File: src/rtl/amifat_pkg.sv
// Shared types, side encodings and the arbitration decision for the amiFat arbiter.
package amifat_pkg;

    typedef enum logic [1:0] {
        IDLE    = 2'd0,
        GRANT_A = 2'd1,
        GRANT_B = 2'd2,
        GAP     = 2'd3
    } arb_state_t;

    localparam logic SIDE_A = 1'b0;
    localparam logic SIDE_B = 1'b1;

    // Pick the next owner from an idle/turnaround state; a tie goes to the side not served last.
    function automatic arb_state_t arbitrate(input logic req_a, input logic req_b, input logic last);
        arb_state_t pick;
        if (req_a && req_b) begin
            pick = (last == SIDE_A) ? GRANT_B : GRANT_A;
        end else if (req_a) begin
            pick = GRANT_A;
        end else if (req_b) begin
            pick = GRANT_B;
        end else begin
            pick = IDLE;
        end
        return pick;
    endfunction

endpackage

File: src/rtl/amifat_hold_timer.sv
// Saturating hold-time counter: clear restarts it (at 1 when en is also set,
// i.e. on entry into a grant), en counts up and stops at MAX_HOLD.
module amifat_hold_timer #(
    parameter  int MAX_HOLD = 8,
    localparam int CNT_W    = $clog2(MAX_HOLD + 1)
) (
    input  logic             clk,
    input  logic             rst,
    input  logic             clear,
    input  logic             en,
    output logic [CNT_W-1:0] cnt,
    output logic             at_max
);

    // Hold-cycle count register with restart and saturation.
    always_ff @(posedge clk or posedge rst) begin
        if (rst) begin
            cnt <= '0;
        end else if (clear) begin
            cnt <= en ? CNT_W'(1) : '0;
        end else if (en && !at_max) begin
            cnt <= cnt + CNT_W'(1);
        end else begin
            cnt <= cnt;
        end
    end

    assign at_max = (cnt == CNT_W'(MAX_HOLD));

endmodule

File: src/rtl/amifat_arbiter.sv
// Two-requester round-robin arbiter with bounded hold time and a one-cycle
// turnaround gap between grants. All outputs are registered.
module amifat_arbiter
    import amifat_pkg::*;
#(
    parameter  int MAX_HOLD = 8,
    localparam int CNT_W    = $clog2(MAX_HOLD + 1)
) (
    input  logic clk,
    input  logic rst,
    input  logic req_a,
    input  logic req_b,
    input  logic done_a,
    input  logic done_b,
    output logic gnt_a,
    output logic gnt_b,
    output logic busy,
    output logic timeout
);

    arb_state_t       state;
    arb_state_t       next_state;
    logic             last;
    logic             revoke;
    logic             in_grant;
    logic             next_in_grant;
    logic             timer_clear;
    logic             timer_en;
    logic [CNT_W-1:0] hold_cnt;
    logic             hold_at_max;
    logic             hold_full;
    logic             gnt_a_nxt;
    logic             gnt_b_nxt;
    logic             busy_nxt;
    logic             timeout_nxt;

    assign in_grant      = (state == GRANT_A) || (state == GRANT_B);
    assign next_in_grant = (next_state == GRANT_A) || (next_state == GRANT_B);
    // Grants never go straight from one side to the other, so staying in a grant
    // means staying with the same owner; anything else restarts the count.
    assign timer_clear   = !(in_grant && next_in_grant);
    assign timer_en      = next_in_grant && !(in_grant && hold_at_max);
    assign hold_full     = (hold_cnt == CNT_W'(MAX_HOLD));

    amifat_hold_timer #(
        .MAX_HOLD (MAX_HOLD)
    ) u_hold_timer (
        .clk    (clk),
        .rst    (rst),
        .clear  (timer_clear),
        .en     (timer_en),
        .cnt    (hold_cnt),
        .at_max (hold_at_max)
    );

    // State register.
    always_ff @(posedge clk or posedge rst) begin
        if (rst) begin
            state <= IDLE;
        end else begin
            state <= next_state;
        end
    end

    // Next-state logic: arbitration when free, release/revoke checks while granted.
    always_comb begin
        next_state = state;
        revoke     = 1'b0;
        case (state)
            IDLE, GAP: begin
                next_state = arbitrate(req_a, req_b, last);
            end
            GRANT_A: begin
                if (done_a || !req_a) begin
                    next_state = GAP;
                end else if (hold_full && req_b) begin
                    next_state = GAP;
                    revoke     = 1'b1;
                end else begin
                    next_state = GRANT_A;
                end
            end
            GRANT_B: begin
                if (done_b || !req_b) begin
                    next_state = GAP;
                end else if (hold_full && req_a) begin
                    next_state = GAP;
                    revoke     = 1'b1;
                end else begin
                    next_state = GRANT_B;
                end
            end
            default: begin
                next_state = IDLE;
            end
        endcase
    end

    // Output decode from the upcoming state so the registered outputs line up with it.
    always_comb begin
        gnt_a_nxt   = 1'b0;
        gnt_b_nxt   = 1'b0;
        busy_nxt    = 1'b0;
        timeout_nxt = revoke;
        case (next_state)
            GRANT_A: begin
                gnt_a_nxt = 1'b1;
                busy_nxt  = 1'b1;
            end
            GRANT_B: begin
                gnt_b_nxt = 1'b1;
                busy_nxt  = 1'b1;
            end
            GAP: begin
                busy_nxt = 1'b1;
            end
            default: begin
                busy_nxt = 1'b0;
            end
        endcase
    end

    // Output registers.
    always_ff @(posedge clk or posedge rst) begin
        if (rst) begin
            gnt_a   <= 1'b0;
            gnt_b   <= 1'b0;
            busy    <= 1'b0;
            timeout <= 1'b0;
        end else begin
            gnt_a   <= gnt_a_nxt;
            gnt_b   <= gnt_b_nxt;
            busy    <= busy_nxt;
            timeout <= timeout_nxt;
        end
    end

    // Last-served side, updated whenever a grant is (re)entered; B after reset so A wins the first tie.
    always_ff @(posedge clk or posedge rst) begin
        if (rst) begin
            last <= SIDE_B;
        end else if (next_state == GRANT_A) begin
            last <= SIDE_A;
        end else if (next_state == GRANT_B) begin
            last <= SIDE_B;
        end else begin
            last <= last;
        end
    end

endmodule

File: config.mk
export PLATFORM = sky130hd
export DESIGN_NAME = amifat_arbiter
export DESIGN_NICKNAME = d
export VERILOG_FILES = /design/src/rtl/amifat_pkg.sv /design/src/rtl/amifat_hold_timer.sv /design/src/rtl/amifat_arbiter.sv
export SDC_FILE = /design/constraint.sdc
export NUM_CORES = 1
export LEC_CHECK = 0
export BUFFER_PORTS_ARGS = -buffer_cell sky130_fd_sc_hd__buf_2
export CORE_AREA = 2 2 39 41
export CTS_CLUSTER_SIZE = 12
export DETAILED_ROUTE_END_ITERATION = 16
export DIE_AREA = 0 0 41 43
export PLACE_DENSITY = 0.67
export SKIP_CTS_REPAIR_TIMING = 1
export SLEW_MARGIN = 30
export SYNTH_ARGS = -nofsm -noshare
export SYNTH_HDL_FRONTEND = slang
export SYNTH_SLANG_ARGS = --single-unit
File: constraint.sdc
create_clock -name clk -period 5 [get_ports clk]
set_input_delay 0.75 -clock clk [delete_from_list [all_inputs] [get_ports clk]]
set_output_delay 0.75 -clock clk [all_outputs]
set_load 0.01 [all_outputs]
==> impl_metrics.yaml <==
run_status:
  outcome: "completed"
routing:
  remaining_drc_errors: 0
  routed_wirelength_um: 1080
  post_drt_via_cell_ratio: 5.17
  route.detailed.wl_per_inst_um: 12.5
  drt.antenna.violating_nets: 0
  initialDrtViolationCount: 8
  drtPass1Iterations: 4
  route.vias.total: 445
sta:
  finalHoldViolations: 0
  finalCritPeriodShare_pct: 45.8
  finalClockSkew_ns: 0.00784
  max_freq_mhz: 436
  grt_setup_unrepaired: "no"
  timing.max_slew.rel_slack_pct: 70.4
  hold_ws_ns: 0.445
  timing.setup.tns_ns: 0
  tightest_slew_ns: 0.438
  finalSetupViolCount: 0
  final-max-slew-violation-count: 0
  final.min_clock_period_ns: 2.29
worst_setup_path:
  r2r_end: "u_hold_timer.cnt[2]$_DFFE_PP0P_"
  highest_net_fanout_along_the_worst_path: 10
  rr_startpoint: "state[0]$_DFF_PP0_"
  cpMostUsedCell: "sky130_fd_sc_hd__ha_1"
  critical_path_source_type: "register"
  cpMaxStageDelayCell: "sky130_fd_sc_hd__or3_1"
  critPathArrivalTime_ns: 2.48
  worst_setup_path_end_kind: "register"
  worst_path_largest_cell_delay_ns: 0.43
  reg2reg_slack_ns: 2.71
  endpoint: "u_hold_timer.cnt[2]$_DFFE_PP0P_"
  crit_path_cell_trace: "inv_1, ha_1, or3_1, a221oi_1, ha_1, nor4_1"
  timing.reg2reg.worst_path_depth: 6
  timing_worst_setup_path_type: "register to register"
  critPathLaunch: "state[0]$_DFF_PP0_"
  worst-endpoint-required_ns: 5.19
clock_tree:
  cts_sinks: 11
  path_clk_slew_ns: 0.08
  cts_buffers: 3
  cts_htree_levels: 1
  ctsRootBufferMaster: "sky130_fd_sc_hd__clkbuf_4"
  clkLatencyLatePin_ns: 0.28
  cts.path.max_buffers: 2
  cts_tree: "yes"
pwr:
  power.static_leakage_nw: 0.345
  powerDensity_nw_per_um2: 625
  vdd_drop_max_v: 0.000231
logic_synthesis:
  seq_area_frac_synth_pct: 44.8
  synthDominantCellAreaShare_pct: 40.6
  register_bit_total_from_synthesis: 11
  post_synth.cell_area_avg_um2: 10.6
  synth.largest_area_cell: "sky130_fd_sc_hd__dfrtp_1"
  synthTopCellsByArea: "sky130_fd_sc_hd__dfrtp_1 41%, sky130_fd_sc_hd__ha_1 14%, sky130_fd_sc_hd__inv_1 4.9%, sky130_fd_sc_hd__dfstp_2 4.3%, sky130_fd_sc_hd__xnor2_1 2.8%"
  synthesized_net_count: 71
  count_of_yosys_warnings_during_synthesis: 0
  netlist_area_um2: 617
  yosys.cell_types.count: 30
  netlist_instances: 58
die:
  num_rows: 14
  floorplan.io_pins: 10
  core-area_um2: 1380
  die_w_um: 41
  die-height_um: 43
  design.die.area_um2: 1760
  initial_standard_cell_utilization_of_the_core_pct: 44.6
placement:
  gp_routability_congestion: 0.740
  dp.final_hpwl_um: 846
  place.detailed.instances: 82
  io_buffers: 9
worst_hold_path:
  min-delay-path-class: "primary input to asynchronous set/reset pin"
run:
  max-cap-violations: 0
grt:
  grt_max_degree: 12
  antenna_found_initial: 0
  grt_remaining_overflow: 0
  grt_pass1_vias: 442
  groute.usage.overall_pct: 16.0
  grt_pass1_wl_um: 1750
finish:
  drive_gt1_share_pct: 20.0
  layout.cells.most_common_list: "10 x sky130_fd_sc_hd__dfrtp_1, 9 x sky130_fd_sc_hd__buf_2, 8 x sky130_fd_sc_hd__inv_1"
  mostFrequentLayoutCell: "sky130_fd_sc_hd__dfrtp_1"
  fin_util_pct: 50.8
  post_layout_nonfiller_instances: 86
  areaGrowthSynthToFinish_pct: 14.0
  final_nets: 84
  diodes: 0
[synth_stat cells]
cell / number
sky130_fd_sc_hd__nand2b_1: 1
sky130_fd_sc_hd__dfstp_2: 1
sky130_fd_sc_hd__a221o_1: 1
sky130_fd_sc_hd__xnor2_1: 2
sky130_fd_sc_hd__a221oi_1: 1
sky130_fd_sc_hd__nand2_1: 2
sky130_fd_sc_hd__a31oi_1: 1
sky130_fd_sc_hd__o21ai_0: 1
sky130_fd_sc_hd__mux2i_1: 1
sky130_fd_sc_hd__dfrtp_1: 10
sky130_fd_sc_hd__or3_1: 1
sky130_fd_sc_hd__nor2b_1: 2
sky130_fd_sc_hd__nor3_1: 2
sky130_fd_sc_hd__nand3b_1: 1
sky130_fd_sc_hd__buf_2: 1
sky130_fd_sc_hd__a32oi_1: 1
sky130_fd_sc_hd__o2bb2ai_1: 1
sky130_fd_sc_hd__and3b_1: 1
sky130_fd_sc_hd__inv_1: 8
sky130_fd_sc_hd__mux2_2: 1
sky130_fd_sc_hd__ha_1: 7
sky130_fd_sc_hd__xor2_1: 1
sky130_fd_sc_hd__o2111ai_1: 1
sky130_fd_sc_hd__nand3_1: 2
sky130_fd_sc_hd__a32o_1: 1
sky130_fd_sc_hd__nor3b_1: 1
sky130_fd_sc_hd__a21oi_1: 1
sky130_fd_sc_hd__nor4b_1: 1
sky130_fd_sc_hd__nor4_1: 1
sky130_fd_sc_hd__nor2_1: 2
[worst max-delay path, delay by kind of cell (launching register included)]
family,cells,cell delay [ns]
adder cells (fa/ha/maj),2,0.76
AND/OR/NAND/NOR,2,0.69
AO/OA/AOI/OAI,1,0.36
flip-flops,1,0.35
buffers and inverters,1,0.04
[power by group]
| group | internal, mW | switching (mW) |
|---|---|---|
| Clock | 0.0309 | 0.0336 |
| Combinational | 0.0979 | 0.136 |
| Sequential | 0.125 | 0.0154 |
| Total | 0.254 | 0.185 |
[area by class of cell]
cell class	instances	area (um2)
flip-flops and latches	11	277
clock buffers	4	26.3
multi-input cells	38	305
repair buffers	9	45.0
fillers	127	681
inverters	8	30.0
well taps	16	20.0
[logic make-up after synthesis]
group                    synth area share (%)
multiplexers                             3.45
buffers and inverters                    5.68
AND/OR/NAND/NOR                          16.0
AO/OA/AOI/OAI                            11.6
XOR/XNOR                                 4.26
adder cells (fa/ha/maj)                  14.2
flip-flops                               44.8
[per-layer routing]
layer	GRT usage, %	up-vias	part of all wire, %
met5	0	-	0
li1	-	228	-
met3	6.28	4	3.4
met2	26.3	6	52
met1	14.7	207	42
met4	12.0	0	2.4
[per-stage QoR]
stage	area (um2)	total power, mW	setup slack [ns]
2_1_floorplan	617	0.324	2.78
3_3_place_gp	677	0.374	2.58
3_5_place_dp	677	0.380	2.50
4_1_cts	703	0.443	2.69
5_1_grt	703	0.479	2.54
6_report	703	0.439	2.71
[sequential cells by signal, indices dropped and copies added, names as in the netlist]
signal and flops:
u_hold_timer.cnt 4, state 2, busy 1, gnt_a 1, gnt_b 1, last 1
timeout 1
[worst min path at each step]
stage                                 from  cells past startpoint  slack (ns)                         endpoint
after floorplan           last$_DFFE_PP1N_                      2        0.48                 last$_DFFE_PP1N_
after global placement    last$_DFFE_PP1N_                      2        0.51                 last$_DFFE_PP1N_
after detailed placement  last$_DFFE_PP1N_                      2        0.52                 last$_DFFE_PP1N_
after CTS                              rst                      2        0.46  u_hold_timer.cnt[3]$_DFFE_PP0P_
after global routing                   rst                      2        0.49                   busy$_DFF_PP0_
final                                  rst                      2        0.44  u_hold_timer.cnt[3]$_DFFE_PP0P_
No activity file was read; power rests on OpenSTA's default activity.
